**src/rtl/error_log_arbiter_if.sv**
```systemverilog
// Error-log bus: reporter offers in, arbitrated head record out to the log writer.
interface error_log_arbiter_if #(
  parameter int unsigned NUM_SRC = 4,
  parameter int unsigned DATA_W  = 64
);
  localparam int unsigned SRC_W = $clog2(NUM_SRC);

  logic [NUM_SRC-1:0]        src_valid;
  logic [NUM_SRC-1:0]        src_ready;
  logic [NUM_SRC*DATA_W-1:0] src_data;
  logic                      log_valid;
  logic                      log_ready;
  logic [DATA_W-1:0]         log_data;
  logic [SRC_W-1:0]          log_src;

  // Driver side: the reporters plus the log writer.
  modport master (
    output src_valid, src_data, log_ready,
    input  src_ready, log_valid, log_data, log_src
  );

  // Arbiter side.
  modport slave (
    input  src_valid, src_data, log_ready,
    output src_ready, log_valid, log_data, log_src
  );
endinterface

```
**src/rtl/error_log_arbiter.sv**
```systemverilog
// Round-robin arbiter of NUM_SRC error reporters into a record FIFO, drained over
// valid/ready, with a coalescing FSM raising one interrupt per batch of records.
module error_log_arbiter #(
  parameter int unsigned NUM_SRC    = 4,
  parameter int unsigned DATA_W     = 64,
  parameter int unsigned FIFO_DEPTH = 8,
  parameter int unsigned TMR_W      = 16
) (
  input  logic                          clk,
  input  logic                          rst_n,
  error_log_arbiter_if.slave            bus,
  output logic [$clog2(FIFO_DEPTH):0]   fifo_level,
  output logic [TMR_W-1:0]              stall_count,
  input  logic [$clog2(FIFO_DEPTH):0]   irq_threshold,
  input  logic [TMR_W-1:0]              irq_timeout,
  output logic                          irq,
  input  logic                          irq_ack,
  input  logic                          stall_clear
);
  localparam int unsigned SRC_W = $clog2(NUM_SRC);
  localparam int unsigned PTR_W = $clog2(FIFO_DEPTH);
  localparam int unsigned LVL_W = PTR_W + 1;

  localparam logic [1:0] StIdle = 2'd0;
  localparam logic [1:0] StPend = 2'd1;
  localparam logic [1:0] StFire = 2'd2;

  logic [SRC_W-1:0]  rr_ptr_q, rr_ptr_d;
  logic [PTR_W-1:0]  wr_ptr_q, rd_ptr_q;
  logic [LVL_W-1:0]  level_q, level_d;
  logic [TMR_W-1:0]  stall_q, stall_d;
  logic [TMR_W-1:0]  timer_q, timer_d;
  logic [1:0]        state_q, state_d;
  logic              irq_q;

  logic [DATA_W-1:0] mem_data [FIFO_DEPTH];
  logic [SRC_W-1:0]  mem_src  [FIFO_DEPTH];

  logic              grant_found;
  logic [SRC_W-1:0]  grant_idx;
  logic [DATA_W-1:0] grant_data;
  logic [NUM_SRC-1:0] ready;
  logic              accept;
  logic              pop;
  logic [LVL_W-1:0]  thr_eff;

  // Round-robin search starting at rr_ptr, wrapping modulo NUM_SRC.
  always_comb begin
    logic [SRC_W:0] sum;
    grant_found = 1'b0;
    grant_idx   = '0;
    sum         = '0;
    for (int i = 0; i < NUM_SRC; i++) begin
      sum = {1'b0, rr_ptr_q} + (SRC_W+1)'(i);
      if (sum >= (SRC_W+1)'(NUM_SRC)) sum = sum - (SRC_W+1)'(NUM_SRC);
      if (!grant_found && bus.src_valid[sum[SRC_W-1:0]]) begin
        grant_found = 1'b1;
        grant_idx   = sum[SRC_W-1:0];
      end
    end
  end

  // Select the winner's payload with constant slices only.
  always_comb begin
    grant_data = '0;
    for (int i = 0; i < NUM_SRC; i++) begin
      if (SRC_W'(i) == grant_idx) grant_data = bus.src_data[i*DATA_W +: DATA_W];
    end
  end

  // No bypass: a full FIFO refuses even when the head is popped this cycle.
  assign accept = grant_found && (level_q < LVL_W'(FIFO_DEPTH));
  assign pop    = (level_q != '0) && bus.log_ready;

  // One-hot ready for the accepted source only.
  always_comb begin
    ready = '0;
    if (accept) ready[grant_idx] = 1'b1;
  end

  assign bus.src_ready = ready;
  assign bus.log_valid = (level_q != '0);
  assign bus.log_data  = (level_q != '0) ? mem_data[rd_ptr_q] : '0;
  assign bus.log_src   = (level_q != '0) ? mem_src[rd_ptr_q]  : '0;
  assign fifo_level    = level_q;
  assign stall_count   = stall_q;
  assign irq           = irq_q;

  // Pointer, level and stall next-state.
  always_comb begin
    rr_ptr_d = rr_ptr_q;
    if (accept) begin
      rr_ptr_d = (grant_idx == SRC_W'(NUM_SRC - 1)) ? '0 : grant_idx + SRC_W'(1);
    end

    level_d = level_q;
    if (accept && !pop)      level_d = level_q + LVL_W'(1);
    else if (!accept && pop) level_d = level_q - LVL_W'(1);

    stall_d = stall_q;
    if (stall_clear) begin
      stall_d = '0;
    end else if ((|bus.src_valid) && !accept && (stall_q != '1)) begin
      stall_d = stall_q + TMR_W'(1);
    end
  end

  // Coalescing FSM: batch records until threshold or timeout, then hold irq until ack.
  always_comb begin
    state_d = state_q;
    timer_d = timer_q;
    thr_eff = (irq_threshold == '0) ? LVL_W'(1) : irq_threshold;
    case (state_q)
      StIdle: begin
        if (level_q != '0) begin
          state_d = StPend;
          timer_d = '0;
        end
      end
      StPend: begin
        if (timer_q != '1) timer_d = timer_q + TMR_W'(1);
        if ((level_q >= thr_eff) || (timer_q >= irq_timeout)) begin
          state_d = StFire;
        end else if (level_q == '0) begin
          state_d = StIdle;
        end
      end
      StFire: begin
        if (irq_ack) begin
          if (level_q == '0) begin
            state_d = StIdle;
          end else begin
            state_d = StPend;
            timer_d = '0;
          end
        end
      end
      default: state_d = StIdle;
    endcase
  end

  // Control state with asynchronous reset; irq is registered from the next state.
  always_ff @(posedge clk or negedge rst_n) begin
    if (!rst_n) begin
      rr_ptr_q <= '0;
      wr_ptr_q <= '0;
      rd_ptr_q <= '0;
      level_q  <= '0;
      stall_q  <= '0;
      timer_q  <= '0;
      state_q  <= StIdle;
      irq_q    <= 1'b0;
    end else begin
      rr_ptr_q <= rr_ptr_d;
      level_q  <= level_d;
      stall_q  <= stall_d;
      timer_q  <= timer_d;
      state_q  <= state_d;
      irq_q    <= (state_d == StFire);
      if (accept) wr_ptr_q <= wr_ptr_q + PTR_W'(1);
      if (pop)    rd_ptr_q <= rd_ptr_q + PTR_W'(1);
    end
  end

  // Record storage; entries are only observable through the level-gated head.
  always_ff @(posedge clk) begin
    if (accept) begin
      mem_data[wr_ptr_q] <= grant_data;
      mem_src[wr_ptr_q]  <= grant_idx;
    end
  end

endmodule

```
**src/flat_wrapper.sv**
```systemverilog
// flat-port wrapper written by rule: the top's interface ports become plain ports
module error_log_arbiter_flat 
#(
  parameter int unsigned NUM_SRC    = 4,
  parameter int unsigned DATA_W     = 64,
  parameter int unsigned FIFO_DEPTH = 8,
  parameter int unsigned TMR_W      = 16
)
  (clk, rst_n, fifo_level, stall_count, irq_threshold, irq_timeout, irq, irq_ack, stall_clear, bus_src_valid, bus_src_data, bus_log_ready, bus_src_ready, bus_log_valid, bus_log_data, bus_log_src);
  error_log_arbiter_if #(.NUM_SRC(NUM_SRC), .DATA_W(DATA_W)) bus_i ();
  input  logic clk;
  input  logic rst_n;
  output logic [$clog2(FIFO_DEPTH):0] fifo_level;
  output logic [TMR_W-1:0] stall_count;
  input  logic [$clog2(FIFO_DEPTH):0] irq_threshold;
  input  logic [TMR_W-1:0] irq_timeout;
  output logic irq;
  input  logic irq_ack;
  input  logic stall_clear;
  input wire logic [$bits(bus_i.src_valid)-1:0] bus_src_valid;
  input wire logic [$bits(bus_i.src_data)-1:0] bus_src_data;
  input wire logic [$bits(bus_i.log_ready)-1:0] bus_log_ready;
  output wire logic [$bits(bus_i.src_ready)-1:0] bus_src_ready;
  output wire logic [$bits(bus_i.log_valid)-1:0] bus_log_valid;
  output wire logic [$bits(bus_i.log_data)-1:0] bus_log_data;
  output wire logic [$bits(bus_i.log_src)-1:0] bus_log_src;
  assign bus_i.src_valid = bus_src_valid;
  assign bus_i.src_data = bus_src_data;
  assign bus_i.log_ready = bus_log_ready;
  assign bus_src_ready = bus_i.src_ready;
  assign bus_log_valid = bus_i.log_valid;
  assign bus_log_data = bus_i.log_data;
  assign bus_log_src = bus_i.log_src;
  error_log_arbiter #(.NUM_SRC(NUM_SRC), .DATA_W(DATA_W), .FIFO_DEPTH(FIFO_DEPTH), .TMR_W(TMR_W)) u_core (.clk(clk), .rst_n(rst_n), .bus(bus_i), .fifo_level(fifo_level), .stall_count(stall_count), .irq_threshold(irq_threshold), .irq_timeout(irq_timeout), .irq(irq), .irq_ack(irq_ack), .stall_clear(stall_clear));
endmodule
```
**config.mk**
```make
export PLATFORM = sky130hd
export DESIGN_NAME = error_log_arbiter_flat
export DESIGN_NICKNAME = d
export VERILOG_FILES = /design/src/rtl/error_log_arbiter_if.sv /design/src/rtl/error_log_arbiter.sv /design/src/flat_wrapper.sv
export SDC_FILE = /design/constraint.sdc
export NUM_CORES = 1
export LEC_CHECK = 0
export CORE_UTILIZATION = 50
export DETAILED_ROUTE_END_ITERATION = 16
export PLACE_DENSITY = 0.75
export SLEW_MARGIN = 20
export SYNTH_ARGS = -nofsm -noshare
export SYNTH_HDL_FRONTEND = slang
export SYNTH_SLANG_ARGS = --single-unit
```
**constraint.sdc**
```tcl
create_clock -name clk -period 23.7 [get_ports clk]
set_clock_uncertainty 0.2 [all_clocks]
set_input_delay 4.74 -clock clk [delete_from_list [all_inputs] [get_ports clk]]
set_output_delay 4.74 -clock clk [all_outputs]
set_load 0.02 [all_outputs]
```
==> impl_metrics.py <==
metrics = {
    "timing": {
        "rsz0062_at_grt": "no",
        "worst_slew_pin_slew_ns": 1.094,
        "fmax_mhz": 80.52,
        "final_hold_viol_count": 0,
        "post-route-min-period_ns": 12.42,
        "timing.final.crit_share_pct": 52.40,
        "setup_viol": 0,
        "relSlewSlack_pct": 27.10,
        "tns_ns": 0,
        "drv_slew": 0,
    },
    "global_routing": {
        "grtUsageMet3_pct": 3.051,
        "antenna_found_initial": 0,
        "grt_pass1_wl_um": 86480,
        "grt_util_met1_pct": 29.28,
        "track_usage_pct": 22.54,
        "grt_max_degree": 75,
        "grt_overflow": 0,
        "first_global_vias": 15180,
        "grtUsageMet2_pct": 39.76,
        "grt-busiest-layer": "met2",
    },
    "worst_setup_path": {
        "reg2reg_to": "u_core.mem_data[6][42]",
        "reg2regPathDepth": 13,
        "required_ns": 18.76,
        "critPathBufInv": 4,
        "cp-end-kind": "primary output",
        "r2r_slack_ns": 19.27,
        "start_kind": "primary input",
        "crit_type": "primary input to primary output",
        "crit_chain": "clkdlybuf4s50_1, nor2b_1, a21oi_1, o22ai_1, a21oi_1, buf_4, inv_1, ha_4, and2_1, clkdlybuf4s50_1",
        "rr_startpoint": "u_core.rr_ptr_q[0]",
        "arrival_ns": 7.48,
        "worst-path-stages": 10,
        "critPathTopFamily": "buffers and inverters",
        "max_stage_delay_ns": 0.60,
        "slowest_stage": "clkdlybuf4s50_1",
        "crit_fanout": 62,
    },
    "logic_synthesis": {
        "yosys.area.top_type": "edfxtp_1",
        "yosys-top-cells-area": "edfxtp_1, mux4_2, dfrtp_1, mux2i_1, nor2_1",
        "synth_area_per_cell_um2": 15.99,
        "ys_warn_count": 0,
        "synthesis.nets": 1872,
        "synth-async-reset-ratio_pct": 8.174,
        "synth-seq-cells": 575,
        "synth.distinct_cells": 56,
        "syn_area_um2": 24870,
        "ys.flop_type": "edfxtp_1",
        "synth_edf_count": 528,
        "seq_area_frac_synth_pct": 68.49,
        "synthCells": 1555,
        "synth_top_area_share_pct": 63.76,
    },
    "placement": {
        "io_buffers": 376,
        "place_hpwl_um": 34080,
        "place.gp.congestion": 0.8225,
    },
    "status": {
        "status": "completed",
    },
    "worst_hold_path": {
        "min_to": "u_core.state_q[0]",
        "whs_path_depth": 1,
        "hold_class": "register to register",
        "hp-start": "u_core.state_q[1]",
    },
    "route": {
        "detail-route-antenna-nets": 0,
        "num_vias": 14990,
        "drt_iter0_drc": 1116,
        "drc": 0,
        "wl_per_cell_um": 21.66,
        "drt-vias-per-instance": 5.700,
        "drt_wl_total_um": 56960,
        "drtPass1Iterations": 6,
    },
    "floorplan": {
        "ioPinCount": 377,
        "rows": 81,
        "start_util_pct": 50.80,
        "die_area_um2": 50630,
        "die_h_um": 225,
        "die_x_um": 225,
        "core_area_um2": 48950,
    },
    "layout": {
        "drive_gt1_share_pct": 13.89,
        "fill_cells": 3507,
        "layout.nets": 2237,
        "antenna_cells": 0,
        "syn_to_final_growth_pct": 25.72,
    },
    "power_and_ir_drop": {
        "cellInternalPower_w": 0.002748,
        "p_leak_nw": 10.70,
        "p_comb_share_pct": 39.3,
        "netSwitchingFraction_pct": 34.22,
        "power_density_nw_per_um2": 133.6,
        "irDropWorstVdd_mv": 0.07552,
        "p_switching_w": 0.001430,
        "power.share.sequential_pct": 39.2,
        "clkPwrFrac_pct": 21.6,
        "finalPower_w": 0.004177,
    },
    "clocking": {
        "post_cts_buffers": 0,
        "ctsResizeCount": 0,
        "cts_sinks": 575,
        "cts_max_level": 2,
        "numCtsBuffers": 55,
        "postCtsHoldBufs": 0,
        "cts_tree": "yes",
        "cts_buffer_depth": 3,
        "cts.clk_slew.worst_paths_ns": 0.06,
        "insertion_delay_ns": 0.59,
        "cts-root-buf": "clkbuf_16",
    },
    "job": {
        "maxCapViolCount": 0,
    },
}
==> sequential cells by signal, indices dropped and copies added, names as in the netlist <==
| register | count |
|---|---|
| u_core.fifo_level | 4 |
| u_core.irq | 1 |
| u_core.mem_data | 512 |
| u_core.mem_src | 16 |
| u_core.rd_ptr_q | 3 |
| u_core.rr_ptr_q | 2 |
| u_core.stall_count | 16 |
| u_core.state_q | 2 |
| u_core.timer_q | 16 |
| u_core.wr_ptr_q | 3 |
==> per-layer routing <==
metal,part of all wire [%],vias to the layer above
met3,5.3,76
met5,0,-
met4,2.2,0
met2,51,462
met1,41,7627
li1,-,6826
==> synthesized netlist by cell type (all sizes together) (31+ instances only) <==
cell type / count
clkbuf: 63
ha: 31
o21ai: 75
nor2: 158
inv: 35
a21oi: 85
mux4: 132
nand2: 98
buf: 34
mux2i: 67
dfrtp: 47
edfxtp: 528
a22oi: 65
==> worst max-delay path by stage <==
stage	endpoint	startpoint	slack, ns
2_1_floorplan	u_core.mem_data[2][0]	bus_src_valid[3]	10.76
3_3_place_gp	bus_src_ready[2]	bus_src_valid[1]	11.32
3_5_place_dp	bus_src_ready[2]	bus_src_valid[1]	11.28
4_1_cts	bus_src_ready[2]	bus_src_valid[0]	11.26
5_1_grt	bus_src_ready[2]	bus_src_valid[0]	11.11
6_report	bus_src_ready[2]	bus_src_valid[0]	11.28
==> worst register-to-register path: stages, from the launching register on <==
cell     delay, ns
dfrtp_1       0.42
nor2b_1       0.18
a21oi_1       0.06
o22ai_1       0.13
a21oi_1       0.06
buf_4         0.19
ha_2          0.20
buf_4         0.35
nor2b_4       0.48
buf_4         0.63
a22oi_1       0.25
nor2_1        0.15
a21oi_1       0.05
o21ai_0       0.75
==> cell families after synthesis <==
group	share of synthesized area, %
AOI/OAI and AO/OA	6.506
adders and majority gates	1.640
buffers and inverters	2.118
DFF	68.49
and+or+nand+nor	5.747
muxes	14.79
xor gates and xnor gates	0.7045
==> through the flow <==
stage	utilization (%)	setup WS (ns)	hold WS, ns	instance area [um^2]	std cells
CTS	63.81	11.26	0.3200	31240	2629
global placement	59.99	11.32	0.3019	29360	2526
detailed placement	59.99	11.28	0.3136	29360	2526
finish	63.86	11.28	0.3185	31260	2630
floorplan	-	10.76	0.2804	24870	1555
global route	63.86	11.11	0.3530	31260	2630
==> power groups by stage <==
stage	clock, W	sequential [W]	combinational (W)
global placement	0	0.00164	0.00162
CTS	0.000917	0.00164	0.00166
detailed placement	0	0.00166	0.00165
floorplan	0	0.00160	0.00107
finish	0.000901	0.00164	0.00164
global route	0.000954	0.00166	0.00177
==> layout make-up <==
type	instances	area (um^2)	area share (%)
sequential	575	17040	54.52
clock inverter	38	406.6	1.301
multi-input combinational	847	7391	23.64
inverter	36	135.1	0.4323
tap	664	830.8	2.658
clock buffer	65	1466	4.691
timing repair buffer	405	3989	12.76
==> cell usage in the layout (no fill, tap or decap), drive strengths merged, types with 47 or more instances in the layout <==
master,count
edfxtp,528
clkdlybuf4s50,375
nor2,158
mux4,132
nand2,98
a21oi,85
o21ai,75
mux2i,67
a22oi,65
clkbuf,65
dfrtp,47
Note: power is estimated with default switching activity, not from simulation.
